$ cat src/rtl/cdc_hs_tx_if.sv
// Source-side bundle for the cdc_hs_tx 4-phase req/ack transmitter.
// The master view belongs to the transmitter; the slave view belongs to the upstream/receiver side.
interface cdc_hs_tx_if #(
  parameter int DATA_WIDTH = 32
);
  logic                  in_valid;
  logic                  in_ready;
  logic [DATA_WIDTH-1:0] in_data;
  logic                  req_out;
  logic [DATA_WIDTH-1:0] data_out;
  logic                  ack_in;
  logic                  busy;
  logic                  xfer_done;

  modport master (
    input  in_valid, in_data, ack_in,
    output in_ready, req_out, data_out, busy, xfer_done
  );

  modport slave (
    output in_valid, in_data, ack_in,
    input  in_ready, req_out, data_out, busy, xfer_done
  );
endinterface

$ cat src/rtl/cdc_hs_tx.sv
// Source-domain transmitter of a 4-phase req/ack crossing: holds data_out while req_out is high.
// Optional one-entry skid buffer enabled by defining CDC_HS_TX_SKID_EN.
module cdc_hs_tx #(
  parameter int DATA_WIDTH      = 32,
  parameter int NUM_SYNC_STAGES = 2
) (
  input  logic        clk_src,
  input  logic        rst_src_n,
  cdc_hs_tx_if.master bus
);
  typedef enum logic [1:0] {IDLE, REQ, DROP} state_t;

  state_t                state, state_nxt;
  logic                  ack_sync;
  logic                  in_ready_c;
  logic                  accept;
  logic                  req_q, req_nxt;
  logic                  xfer_q, xfer_nxt;
  logic [DATA_WIDTH-1:0] data_q, data_nxt;

  generate
    if (NUM_SYNC_STAGES == 0) begin : g_nosync
      assign ack_sync = bus.ack_in;
    end else begin : g_sync
      (* ASYNC_REG = "TRUE" *) logic [NUM_SYNC_STAGES-1:0] sync_q;
      always_ff @(posedge clk_src or negedge rst_src_n) begin
        if (!rst_src_n) begin
          sync_q <= '0;
        end else begin
          sync_q[0] <= bus.ack_in;
          for (int i = 1; i < NUM_SYNC_STAGES; i++) sync_q[i] <= sync_q[i-1];
        end
      end
      assign ack_sync = sync_q[NUM_SYNC_STAGES-1];
    end
  endgenerate

`ifdef CDC_HS_TX_SKID_EN
  logic                  skid_valid, skid_valid_nxt;
  logic [DATA_WIDTH-1:0] skid_data;
  // While a word is in flight the skid slot decides readiness; in IDLE a stale ack still blocks.
  assign in_ready_c = (state == IDLE) ? (!ack_sync && !skid_valid) : !skid_valid;
`else
  assign in_ready_c = (state == IDLE) && !ack_sync;
`endif

  assign accept = bus.in_valid && in_ready_c;

  always_comb begin
    state_nxt = state;
    req_nxt   = req_q;
    xfer_nxt  = 1'b0;
    data_nxt  = data_q;
`ifdef CDC_HS_TX_SKID_EN
    skid_valid_nxt = skid_valid;
    if (accept && (state != IDLE)) skid_valid_nxt = 1'b1;
`endif
    unique case (state)
      IDLE: begin
`ifdef CDC_HS_TX_SKID_EN
        // A word parked at the DROP exit launches here; accept is impossible while it is parked.
        if (skid_valid && !ack_sync) begin
          data_nxt       = skid_data;
          req_nxt        = 1'b1;
          state_nxt      = REQ;
          skid_valid_nxt = 1'b0;
        end
`endif
        if (accept) begin
          data_nxt  = bus.in_data;
          req_nxt   = 1'b1;
          state_nxt = REQ;
        end
      end
      REQ: begin
        if (ack_sync) begin
          req_nxt   = 1'b0;
          state_nxt = DROP;
        end
      end
      DROP: begin
        if (!ack_sync) begin
          xfer_nxt  = 1'b1;
          state_nxt = IDLE;
`ifdef CDC_HS_TX_SKID_EN
          if (skid_valid) begin
            data_nxt       = skid_data;
            req_nxt        = 1'b1;
            state_nxt      = REQ;
            skid_valid_nxt = 1'b0;
          end
`endif
        end
      end
      default: state_nxt = IDLE;
    endcase
  end

  always_ff @(posedge clk_src or negedge rst_src_n) begin
    if (!rst_src_n) begin
      state  <= IDLE;
      req_q  <= 1'b0;
      xfer_q <= 1'b0;
      data_q <= '0;
    end else begin
      state  <= state_nxt;
      req_q  <= req_nxt;
      xfer_q <= xfer_nxt;
      data_q <= data_nxt;
    end
  end

`ifdef CDC_HS_TX_SKID_EN
  always_ff @(posedge clk_src or negedge rst_src_n) begin
    if (!rst_src_n) skid_valid <= 1'b0;
    else            skid_valid <= skid_valid_nxt;
  end

  always_ff @(posedge clk_src) begin
    if (accept && (state != IDLE)) skid_data <= bus.in_data;
  end
`endif

  assign bus.in_ready  = in_ready_c;
  assign bus.req_out   = req_q;
  assign bus.data_out  = data_q;
  assign bus.busy      = (state != IDLE);
  assign bus.xfer_done = xfer_q;
endmodule
$ cat src/flat_wrapper.sv
// flat-port wrapper written by rule: the top's interface ports become plain ports
module cdc_hs_tx_flat 
#(
  parameter int DATA_WIDTH      = 32,
  parameter int NUM_SYNC_STAGES = 2
)
  (clk_src, rst_src_n, bus_in_valid, bus_in_data, bus_ack_in, bus_in_ready, bus_req_out, bus_data_out, bus_busy, bus_xfer_done);
  cdc_hs_tx_if #(.DATA_WIDTH(DATA_WIDTH)) bus_i ();
  input  logic clk_src;
  input  logic rst_src_n;
  input wire logic [$bits(bus_i.in_valid)-1:0] bus_in_valid;
  input wire logic [$bits(bus_i.in_data)-1:0] bus_in_data;
  input wire logic [$bits(bus_i.ack_in)-1:0] bus_ack_in;
  output wire logic [$bits(bus_i.in_ready)-1:0] bus_in_ready;
  output wire logic [$bits(bus_i.req_out)-1:0] bus_req_out;
  output wire logic [$bits(bus_i.data_out)-1:0] bus_data_out;
  output wire logic [$bits(bus_i.busy)-1:0] bus_busy;
  output wire logic [$bits(bus_i.xfer_done)-1:0] bus_xfer_done;
  assign bus_i.in_valid = bus_in_valid;
  assign bus_i.in_data = bus_in_data;
  assign bus_i.ack_in = bus_ack_in;
  assign bus_in_ready = bus_i.in_ready;
  assign bus_req_out = bus_i.req_out;
  assign bus_data_out = bus_i.data_out;
  assign bus_busy = bus_i.busy;
  assign bus_xfer_done = bus_i.xfer_done;
  cdc_hs_tx #(.DATA_WIDTH(DATA_WIDTH), .NUM_SYNC_STAGES(NUM_SYNC_STAGES)) u_core (.clk_src(clk_src), .rst_src_n(rst_src_n), .bus(bus_i));
endmodule
$ cat config.mk
export PLATFORM = sky130hd
export DESIGN_NAME = cdc_hs_tx_flat
export DESIGN_NICKNAME = d
export VERILOG_FILES = /design/src/rtl/cdc_hs_tx_if.sv /design/src/rtl/cdc_hs_tx.sv /design/src/flat_wrapper.sv
export SDC_FILE = /design/constraint.sdc
export NUM_CORES = 1
export LEC_CHECK = 0
export ABC_CLOCK_PERIOD_IN_PS = 5000
export CAP_MARGIN = 30
export CORE_ASPECT_RATIO = 0.6
export CORE_MARGIN = 1.5
export CORE_UTILIZATION = 35
export DETAILED_ROUTE_END_ITERATION = 8
export DONT_BUFFER_PORTS = 1
export PLACE_DENSITY = 0.53
export RECOVER_POWER = 50
export SETUP_SLACK_MARGIN = 0.4
export SYNTH_ARGS = -nofsm -noshare
export SYNTH_HDL_FRONTEND = slang
export SYNTH_SLANG_ARGS = --single-unit
$ cat constraint.sdc
create_clock -name clk_src -period 5 [get_ports clk_src]
set_clock_uncertainty 0.1 [all_clocks]
set_input_delay 1 -clock clk_src [delete_from_list [all_inputs] [get_ports clk_src]]
set_output_delay 1 -clock clk_src [all_outputs]
set_load 0.005 [all_outputs]
==> flow_summary.yaml <==
outcome:
  status: "complete, but fails checks"
  violations: "DRC"
clocking:
  clock-sinks: 38
  post_cts_resized: 0
  cts_buffer_depth: 2
  clk_latency_ns: 0.28
  root_buffer: "clkbuf_8"
  numCtsBuffers: 5
  cts.clk_slew.worst_paths_ns: 0.07
  cts_max_level: 2
  cts_tree: "done"
  cts_hold_buf: 0
  post_cts_buffers: 0
critical_path:
  worstPathArrival_ns: 2.48
  cp_num_buf_inv: 1
  startpoint_type: "input port"
  crit_type: "input port to register"
  required_ns: 5.07
  critPathCaptureType: "register"
  crit_chain: "nor4b_4 -> buf_4 -> mux2_2"
  crit_family: "simple AND/OR/NAND/NOR gates"
  crit_fanout: 19
  critPathMaxStageDelay_ns: 0.70
  cpMaxStageDelayCell: "nor4b_4"
grt:
  grt_pass1_vias: 716
  grtUsageTotal_pct: 11.4
  overflow: 0
  antenna_found_initial: 0
  grt_pass1_wl_mm: 3.60
  grt_max_degree: 39
final_layout:
  final_cell_mix: "dfrtp_1, mux2_2, clkbuf_8"
  post-route-util_pct: 42.4
  diodes: 0
  layout-drive-gt1-share_pct: 45.6
  final.fill_count: 349
  fin_nets: 125
  final_common_cell: "dfrtp_1"
  register_area_um2: 951
  syn2layout_area_growth_pct: 12.2
  multi_input_area_um2: 447
die:
  coreArea_mm2: 0.00379
  initial_core_util_pct: 37.8
  io-pin-count: 72
  die_height_um: 52.5
  die_x_um: 85.6
  rows: 17
  dieArea_mm2: 0.00449
pwr:
  irDropWorstVdd_uv: 163
  p_sw_share_pct: 23.0
  power_frac_clock_pct: 36.7
  switching_power_mw: 0.199
  p_leak_nw: 0.678
  powerDensity_mw_per_mm2: 539
  intPower_mw: 0.666
  total_power_mw: 0.865
  power_frac_seq_pct: 52.2
  p_comb_share_pct: 11.0
flow_run:
  maxCapViolCount: 0
timing:
  min_period_ns: 2.42
  tns_ns: 0
  slew_headroom_pct: 40.7
  hold_violations: 0
  holdWs_ns: 0.256
  fin_crit_sh_pct: 48.3
  setup_viol: 0
  fmax_mhz: 414
  tightestPinTransition_ns: 0.885
  rsz0062_at_grt: "false"
  maxSlewViolCount: 0
worst_hold_path:
  holdCritPathClass: "register to register"
synth:
  ys_types: 14
  avgSynthCellArea_um2: 17.0
  synth_cells: 84
  synthesis.nets: 120
  ys_warn_count: 0
  synth-seq-area-share_pct: 66.4
  netlist_area_mm2: 0.00143
  ys_ff_latch: 38
detailed_routing:
  detail_route.vias_per_cell: 5.06
  post-route-drc-count: 4
  wl_per_cell_um: 17.3
  drt-total-wl_mm: 2.37
  route.antenna.remaining_nets: 0
  num_vias: 693
  drtIter0Drc: 23
  drt_pre_antenna_iters: 5
placed_design:
  gp_routability_congestion: 0.694
  port-buffer-count: 0
==> routing by layer <==
layer	global-route usage [%]	up-vias	wire, µm	share of wire, %
met5	0	-	0	0
met2	16.7	45	1110	47
met3	6.30	2	208	8.8
met4	6.72	0	14	0.59
li1	-	301	-	-
met1	13.2	345	1040	44
==> layout make-up <==
type,count,share of cell area [%]
tap,47,3.66
timing repair buffer,1,0.467
clock inverter,2,3.74
multi-input combinational,43,27.8
sequential,38,59.2
clock buffer,6,5.14
==> Yosys cell counts <==
| cell | n | area [µm²] |
|---|---|---|
| dfrtp_1 | 38 | 951 |
| mux2_2 | 30 | 338 |
| buf_6 | 3 | 33.8 |
| mux2_1 | 2 | 22.5 |
| nor2_1 | 2 | 7.51 |
| a211o_1 | 1 | 8.76 |
| and2_1 | 1 | 6.26 |
| nand2b_1 | 1 | 6.26 |
| nor2b_1 | 1 | 6.26 |
| nor3_1 | 1 | 5.00 |
| nor3b_1 | 1 | 7.51 |
| nor4b_4 | 1 | 23.8 |
| or2_2 | 1 | 6.26 |
| xor2_1 | 1 | 8.76 |
==> worst paths after layout <==
| check | startpoint | endpoint | slack [ns] | cells after the start |
|---|---|---|---|---|
| setup / recovery | bus_in_valid | u_core.bus.data_out[13]$_DFFE_PN0P_ | 2.58 | 3 |
| hold / removal | u_core.g_sync.sync_q[0]$_DFF_PN0_ | u_core.g_sync.sync_q[1]$_DFF_PN0_ | 0.26 | 0 |
| setup reg to reg | u_core.state[1]$_DFFE_PN0P_ | u_core.bus.data_out[13]$_DFFE_PN0P_ | 2.72 | 3 |
| hold reg to reg | u_core.g_sync.sync_q[0]$_DFF_PN0_ | u_core.g_sync.sync_q[1]$_DFF_PN0_ | 0.26 | 0 |
| max in group asynchronous | rst_src_n | u_core.bus.data_out[23]$_DFFE_PN0P_ | 4.40 | 0 |
| min in group asynchronous | rst_src_n | u_core.bus.data_out[1]$_DFFE_PN0P_ | 0.30 | 0 |
==> power groups by stage <==
stage	Sequential, mW	Combinational, mW	Clock [mW]
6_report	0.452	0.0956	0.318
5_1_grt	0.461	0.106	0.341
4_1_cts	0.454	0.0973	0.325
3_5_place_dp	0.457	0.0983	0
3_3_place_gp	0.459	0.0911	0
2_1_floorplan	0.440	0.0893	0
==> cells by family after synthesis <==
group	Yosys count	synth area share, %
and+or+nand+nor	9	4.81
muxes	32	25.2
DFF	38	66.4
AOI/OAI and AO/OA	1	0.612
buffers and inverters	3	2.36
xor gates and xnor gates	1	0.612
==> stage by stage <==
stage,cell area (µm²),instances,setup WS (ns)
after floorplan,1430,84,2.90
after global placement,1460,129,2.27
after detailed placement,1460,129,2.26
after CTS,1610,137,2.56
after global routing,1610,137,2.46
final,1610,137,2.58
==> sequential cells by signal (all words and copies together), names as in the netlist <==
name	cells
u_core.state	2
u_core.bus.data_out	32
u_core.bus.xfer_done	1
u_core.g_sync.sync_q	2
u_core.bus.req_out	1
==> worst reg2reg max path, cell delays in order (launching register included) <==
cell     delay, ns
dfrtp_1       0.46
nor4b_4       0.83
buf_4         0.40
mux2_2        0.38
(Power assumes the default switching activity.)
